<file path="src/rtl/ibex_fpga_bus_gpio.sv">
// Bus fabric for the Ibex FPGA top: arbitrates instr/data onto one SRAM port and decodes a GPIO
// output register. Define IBEX_FPGA_GPIO_SETCLR_EN to enable the SET (0x4) / CLR (0x8) aliases.
module ibex_fpga_bus_gpio #(
  parameter int unsigned MemSize        = 65536,
  parameter logic [31:0] MemStart       = 32'h0000_0000,
  parameter logic [31:0] GpioStart      = 32'h8000_0000,
  parameter int unsigned GpioWidth      = 16,
  parameter int unsigned MaxInstrStreak = 4
) (
  input  logic                 clk_i,
  input  logic                 rst_ni,
  input  logic                 instr_req_i,
  input  logic [31:0]          instr_addr_i,
  output logic                 instr_gnt_o,
  output logic                 instr_rvalid_o,
  output logic [31:0]          instr_rdata_o,
  output logic                 instr_err_o,
  input  logic                 data_req_i,
  input  logic                 data_we_i,
  input  logic [3:0]           data_be_i,
  input  logic [31:0]          data_addr_i,
  input  logic [31:0]          data_wdata_i,
  output logic                 data_gnt_o,
  output logic                 data_rvalid_o,
  output logic [31:0]          data_rdata_o,
  output logic                 data_err_o,
  output logic                 mem_req_o,
  output logic                 mem_we_o,
  output logic [3:0]           mem_be_o,
  output logic [31:0]          mem_addr_o,
  output logic [31:0]          mem_wdata_o,
  input  logic [31:0]          mem_rdata_i,
  output logic [GpioWidth-1:0] gpio_o
);

`ifdef IBEX_FPGA_GPIO_SETCLR_EN
  localparam bit SetClrEn = 1'b1;
`else
  localparam bit SetClrEn = 1'b0;
`endif

  localparam int unsigned StreakW   = $clog2(MaxInstrStreak + 1);
  localparam logic [StreakW-1:0] StreakMax = StreakW'(MaxInstrStreak);
  localparam logic [31:0] MemMask   = ~(32'(MemSize) - 32'd1);

  localparam logic [1:0] RspMem  = 2'd0;
  localparam logic [1:0] RspGpio = 2'd1;
  localparam logic [1:0] RspErr  = 2'd2;

  logic [StreakW-1:0]   streak_q, streak_d;
  logic [GpioWidth-1:0] gpio_q, gpio_d;
  logic                 rsp_valid_q, rsp_valid_d;
  logic                 rsp_instr_q, rsp_instr_d;
  logic [1:0]           rsp_type_q, rsp_type_d;
  logic [31:0]          rsp_rdata_q, rsp_rdata_d;

  logic                 instr_win, instr_sel, data_sel, any_sel;
  logic [31:0]          sel_addr;
  logic                 hit_mem, hit_gpio, mem_req;
  logic [31:0]          byte_mask;
  logic [GpioWidth-1:0] wr_mask, wr_data;
  logic [31:0]          rsp_rdata;
  logic                 rsp_err, rsp_ok;

  // Instr keeps priority until it has starved a waiting data request MaxInstrStreak times.
  assign instr_win = instr_req_i & (~data_req_i | (streak_q != StreakMax));
  assign instr_sel = rst_ni & instr_win;
  assign data_sel  = rst_ni & data_req_i & ~instr_win;
  assign any_sel   = instr_sel | data_sel;

  assign sel_addr  = data_sel ? data_addr_i : instr_addr_i;
  assign hit_mem   = (sel_addr & MemMask) == MemStart;
  assign hit_gpio  = sel_addr[31:4] == GpioStart[31:4];

  always_comb begin
    for (int b = 0; b < 4; b++) begin
      byte_mask[8*b +: 8] = {8{data_be_i[b]}};
    end
  end

  assign wr_mask = byte_mask[GpioWidth-1:0];
  assign wr_data = data_wdata_i[GpioWidth-1:0] & wr_mask;

  always_comb begin
    gpio_d      = gpio_q;
    rsp_valid_d = any_sel;
    rsp_instr_d = instr_sel;
    rsp_type_d  = RspErr;
    rsp_rdata_d = '0;
    mem_req     = 1'b0;
    if (any_sel) begin
      if (hit_mem) begin
        rsp_type_d = RspMem;
        mem_req    = 1'b1;
      end else if (hit_gpio && data_sel) begin
        unique case (sel_addr[3:2])
          2'd0: begin
            rsp_type_d = RspGpio;
            if (data_we_i) begin
              gpio_d = (gpio_q & ~wr_mask) | wr_data;
            end else begin
              rsp_rdata_d = 32'(gpio_q);
            end
          end
          2'd1: begin
            if (SetClrEn) begin
              rsp_type_d = RspGpio;
              if (data_we_i) gpio_d = gpio_q | wr_data;
            end
          end
          2'd2: begin
            if (SetClrEn) begin
              rsp_type_d = RspGpio;
              if (data_we_i) gpio_d = gpio_q & ~wr_data;
            end
          end
          default: rsp_type_d = RspErr;
        endcase
      end
    end
  end

  always_comb begin
    streak_d = streak_q;
    if (!data_req_i || data_sel) begin
      streak_d = '0;
    end else if (instr_sel && (streak_q != StreakMax)) begin
      streak_d = streak_q + StreakW'(1);
    end
  end

  always_ff @(posedge clk_i) begin
    if (!rst_ni) begin
      streak_q    <= '0;
      gpio_q      <= '0;
      rsp_valid_q <= 1'b0;
      rsp_instr_q <= 1'b0;
      rsp_type_q  <= RspErr;
      rsp_rdata_q <= '0;
    end else begin
      streak_q    <= streak_d;
      gpio_q      <= gpio_d;
      rsp_valid_q <= rsp_valid_d;
      rsp_instr_q <= rsp_instr_d;
      rsp_type_q  <= rsp_type_d;
      rsp_rdata_q <= rsp_rdata_d;
    end
  end

  assign instr_gnt_o = instr_sel;
  assign data_gnt_o  = data_sel;

  assign mem_req_o   = mem_req;
  assign mem_we_o    = mem_req & data_sel & data_we_i;
  assign mem_be_o    = (mem_req && data_sel) ? data_be_i : 4'b0000;
  assign mem_addr_o  = mem_req ? (sel_addr - MemStart) : 32'h0;
  assign mem_wdata_o = (mem_req && data_sel) ? data_wdata_i : 32'h0;

  // Gating with rst_ni drops a response that is still pending when reset asserts.
  assign rsp_ok    = rst_ni & rsp_valid_q;
  assign rsp_err   = rsp_type_q == RspErr;
  assign rsp_rdata = (rsp_type_q == RspMem) ? mem_rdata_i : rsp_rdata_q;

  assign instr_rvalid_o = rsp_ok & rsp_instr_q;
  assign instr_err_o    = instr_rvalid_o & rsp_err;
  assign instr_rdata_o  = instr_rvalid_o ? rsp_rdata : 32'h0;

  assign data_rvalid_o  = rsp_ok & ~rsp_instr_q;
  assign data_err_o     = data_rvalid_o & rsp_err;
  assign data_rdata_o   = data_rvalid_o ? rsp_rdata : 32'h0;

  assign gpio_o = gpio_q;

endmodule
</file>
<file path="config.mk">
export PLATFORM = sky130hd
export DESIGN_NAME = ibex_fpga_bus_gpio
export DESIGN_NICKNAME = d
export VERILOG_FILES = /design/src/rtl/ibex_fpga_bus_gpio.sv
export SDC_FILE = /design/constraint.sdc
export NUM_CORES = 1
export LEC_CHECK = 0
export CORE_AREA = 3 3 112 114
export CTS_CLUSTER_DIAMETER = 80
export DETAILED_ROUTE_END_ITERATION = 10
export DIE_AREA = 0 0 115 117
export PLACE_DENSITY = 0.8
export SYNTH_ARGS = -nofsm -noshare
export SYNTH_HDL_FRONTEND = slang
export SYNTH_SLANG_ARGS = --single-unit
</file>
<file path="constraint.sdc">
create_clock -name clk_i -period 2.85 [get_ports clk_i]
set_clock_uncertainty 0.15 [all_clocks]
set_input_delay 0.57 -clock clk_i [delete_from_list [all_inputs] [get_ports clk_i]]
set_output_delay 0.57 -clock clk_i [all_outputs]
set_load 0.1 [all_outputs]
</file>
==> out/qor.csv <==
stage;metric;value;unit
final_layout;register cell area after layout;780.7;µm²
global_routing;pin count of the biggest net entering global routing;47;
synth;post-synthesis cell type count;33;
final_layout;area growth from synthesis to layout;195.0;%
global_routing;global route total overflow;0;
sta;total negative slack;-17.65;ns
critical_path;kind of critical path;in2out;
routing;Vias per Instance;4.579;
sta;post-layout worst setup margin;-0.3959;ns
cts;H-tree depth;2;
final_layout;count of fill cells added during filler insertion;800;
routing;DRT iter0 DRCs;151;
synth;share of cell area taken by muxes after synthesis;12.32;%
sta;number of max-slew violations in the final report;0;
global_routing;antenna violations before repair;0;
die;Die Wd;115;µm
synth;Synth Area in XOR/XNOR;0;%
cts;CTS Root Cell;sky130_fd_sc_hd__clkbuf_16;
synth;fraction of the mapped netlist area in compound gates;4.788;%
final_layout;Layout Cell Area excl Fill;7940;µm²
synth;mean instance size in the synthesized netlist;7.274;µm²
die;area of the core;11520;µm²
die;Std-Cell Rows;39;
synth;post-synth top area cell;sky130_fd_sc_hd__dfxtp_1;
placed_design;input/output buffers;276;
cts;clock sinks;39;
synth;post-synthesis instance total;370;
final_layout;layout cell share with drive strength beyond 1;48.66;%
synth;Synth Area in Adders;0.9298;%
min_path;type of the most critical hold path;reg2reg;
synth;Yosys reg bits;39;
cts;cts-stage hold buffer count;0;
routing;highest signal layer in the routed design;met4;
sta;number of failing setup endpoints in the final timing report;54;
routing;routed length on met3;1.114;mm
routing;wire length on met1;4.855;mm
synth;number of warnings printed during yosys synthesis;0;
synth;synthesized cell area;2691;µm²
routing;first-pass detailed-route iteration total;4;
critical_path;Critical Path RT;2.13;ns
routing;total via count after detailed routing;3732;
run;count of maximum capacitance violations;0;
final_layout;final-stage net count;810;
die;total die area;13460;µm²
cts;clock insertion delay at the later pin of the skew report;0.28;ns
synth;library cell with the highest instance count after synthesis;sky130_fd_sc_hd__nand2_1;
placed_design;DP Area;7520;µm²
routing;DR WL/cell;17.73;µm
placed_design;global placement routability congestion;0.8673;
die;Ports;293;
sta;max-slew headroom at the worst pin;65.68;%
sta;setup repair after global routing missed its margin;yes;
final_layout;area of the multi-input gates;2300;µm²
critical_path;peak fanout along the critical path;5;
sta;Max Clock Freq;308.1;MHz
synth;post-synthesis simple-gate area fraction;43.75;%
synth;share of Yosys cell area claimed by the top area cell type;29.01;%
cts;largest buffer count on any clock path;2;
power_and_ir_drop;maximum VDD drop;205.4;µV
routing;Antenna Violating Nets Remaining;0;
placed_design;detailed-placement wirelength estimate;11.90;mm
power_and_ir_drop;total power divided by cell area;194.0;nW/µm²
die;die boundary height;117;µm
die;Starting Density;23.37;%
routing;Met2 Routed Length;8.173;mm
synth;predominant post-synthesis flop cell;sky130_fd_sc_hd__dfxtp_1;
run_status;outcome;finished, violations left;
critical_path;endpoint class of the critical path;primary output;
synth;number of flops mapped to enable cells by yosys;0;
sta;Final period util;113.9;%
global_routing;GRT Util Overall;20.62;%
run_status;failing checks;negative setup slack;
sta;minimum clock period;3.246;ns
synth;Async SR Flop Fraction;0;%
synth;combinational family with the most area after synthesis;simple AND/OR/NAND/NOR gates;
global_routing;number of global-route vias before repair;4049;
synth;most common library cells after synthesis;sky130_fd_sc_hd__nand2_1 (74), sky130_fd_sc_hd__nor2_1 (45), sky130_fd_sc_hd__and2_1 (40);
critical_path;arrival time reported for the critical path endpoint;2.53;ns
sta;Final Hold Vio Count;0;
global_routing;first-pass GRT wire length;21.74;mm
critical_path;category of the worst setup path launch point;primary input;
synth;top post-synthesis cells by area;sky130_fd_sc_hd__dfxtp_1 (29%), sky130_fd_sc_hd__mux2i_1 (12%), sky130_fd_sc_hd__nand2_1 (10%);
sta;slew of the pin with the lowest slew margin;0.5004;ns
routing;count of unresolved DRC violations after routing;0;
cts;cts bufs inserted;5;
cts;TritonCTS clock tree;done;
power_and_ir_drop;Leakage;3.212;nW
synth;share of the yosys chip area belonging to registers;29.01;%
cts;clock transition at the registers of the reported paths;0.06;ns
routing;routed wire length;14.45;mm
final_layout;Inserted Diodes;0;
==> layer usage <==
layer | global-route usage [%] | vias up
met5 | 0 | -
met4 | 5.164 | 0
met3 | 4.113 | 22
met2 | 42.25 | 195
met1 | 21.04 | 1718
li1 | - | 1797
==> repair_timing <==
item,CTS,global route
cloned,7,0
setup endpoints to repair,93,71
pin swaps,28,3
resized for setup,38,6
setup buffers,12,1
==> where the power goes <==
part / internal, mW / switching, mW
Sequential: 0.547 / 0.00115
Clock: 0.327 / 0.225
Combinational: 0.208 / 0.233
Total: 1.08 / 0.459
==> worst paths after layout <==
kind                    end  slack (ns)  cells past startpoint       startpoint
min                    flop        0.33                      2             flop
max reg2reg  rsp_rdata_q[7]        0.19                     11      streak_q[0]
min reg2reg            flop        0.33                      2             flop
max             mem_be_o[1]       -0.40                     10  data_addr_i[27]
==> kinds of logic after synthesis <==
family	Yosys count
buffers and inverters	45
adders and majority gates	2
and+or+nand+nor	227
muxes	33
AOI/OAI and AO/OA	23
DFF	39
other	1
==> final cells by class <==
type	count	share of cell area [%]
Clock inverter	3	0.2994
Sequential cell	39	9.833
Tap cell	143	2.253
Timing Repair Buffer	318	56.79
Multi-Input combinational cell	301	28.96
Clock buffer	5	1.576
Inverter	6	0.2836
==> critical path, stage by stage <==
cell and delay, ns:
sky130_fd_sc_hd__buf_6 0.09, sky130_fd_sc_hd__or4_4 0.51, sky130_fd_sc_hd__a2111o_1 0.37, sky130_fd_sc_hd__nor3_4 0.17
sky130_fd_sc_hd__buf_6 0.15, sky130_fd_sc_hd__buf_6 0.11, sky130_fd_sc_hd__buf_12 0.12, sky130_fd_sc_hd__buf_16 0.11
sky130_fd_sc_hd__and2_4 0.15, sky130_fd_sc_hd__buf_12 0.16
==> placed cells by master, fill, tap and decap left out, drive strengths merged <==
| cell | synthesis | layout |
|---|---|---|
| nor2 | 45 | 45 |
| clkbuf | 21 | 5 |
| inv | 5 | 6 |
| clkdlybuf4s50 | 0 | 127 |
| mux2 | 1 | 1 |
| or2 | 2 | 2 |
| and2 | 53 | 53 |
| dlygate4sd2 | 0 | 2 |
| mux2i | 32 | 32 |
| or4 | 1 | 1 |
| o21ai | 1 | 1 |
| clkinv | 1 | 1 |
| clkdlybuf4s15 | 0 | 2 |
| dfxtp | 39 | 39 |
| a21oi | 17 | 17 |
| nor4 | 10 | 10 |
| nand2 | 74 | 74 |
| nor3 | 4 | 4 |
| o21a | 1 | 1 |
| nand4 | 3 | 3 |
| a31oi | 2 | 2 |
| nand2b | 1 | 1 |
| or3 | 1 | 1 |
| clkinvlp | 0 | 2 |
| buf | 18 | 187 |
| and3 | 28 | 28 |
| ha | 2 | 2 |
| conb | 1 | 16 |
| a2111o | 1 | 1 |
| nor4b | 1 | 1 |
| a21o | 1 | 1 |
| nand3 | 4 | 4 |
==> stage by stage <==
stage / worst slack [ns] / hold WS (ns) / power (mW) / util (%) / cells
floorplan: -0.5717 / 0.3372 / 0.7650 / - / 385
global placement: -0.6817 / 0.3100 / 0.9914 / 65.30 / 792
detailed placement: -0.7668 / 0.3187 / 1.000 / 65.30 / 792
CTS: -0.3607 / 0.3285 / 1.549 / 69.01 / 816
global route: -0.4745 / 0.3466 / 1.604 / 68.95 / 815
finish: -0.3959 / 0.3284 / 1.541 / 68.95 / 815
Note: power is estimated with default switching activity, not from simulation.
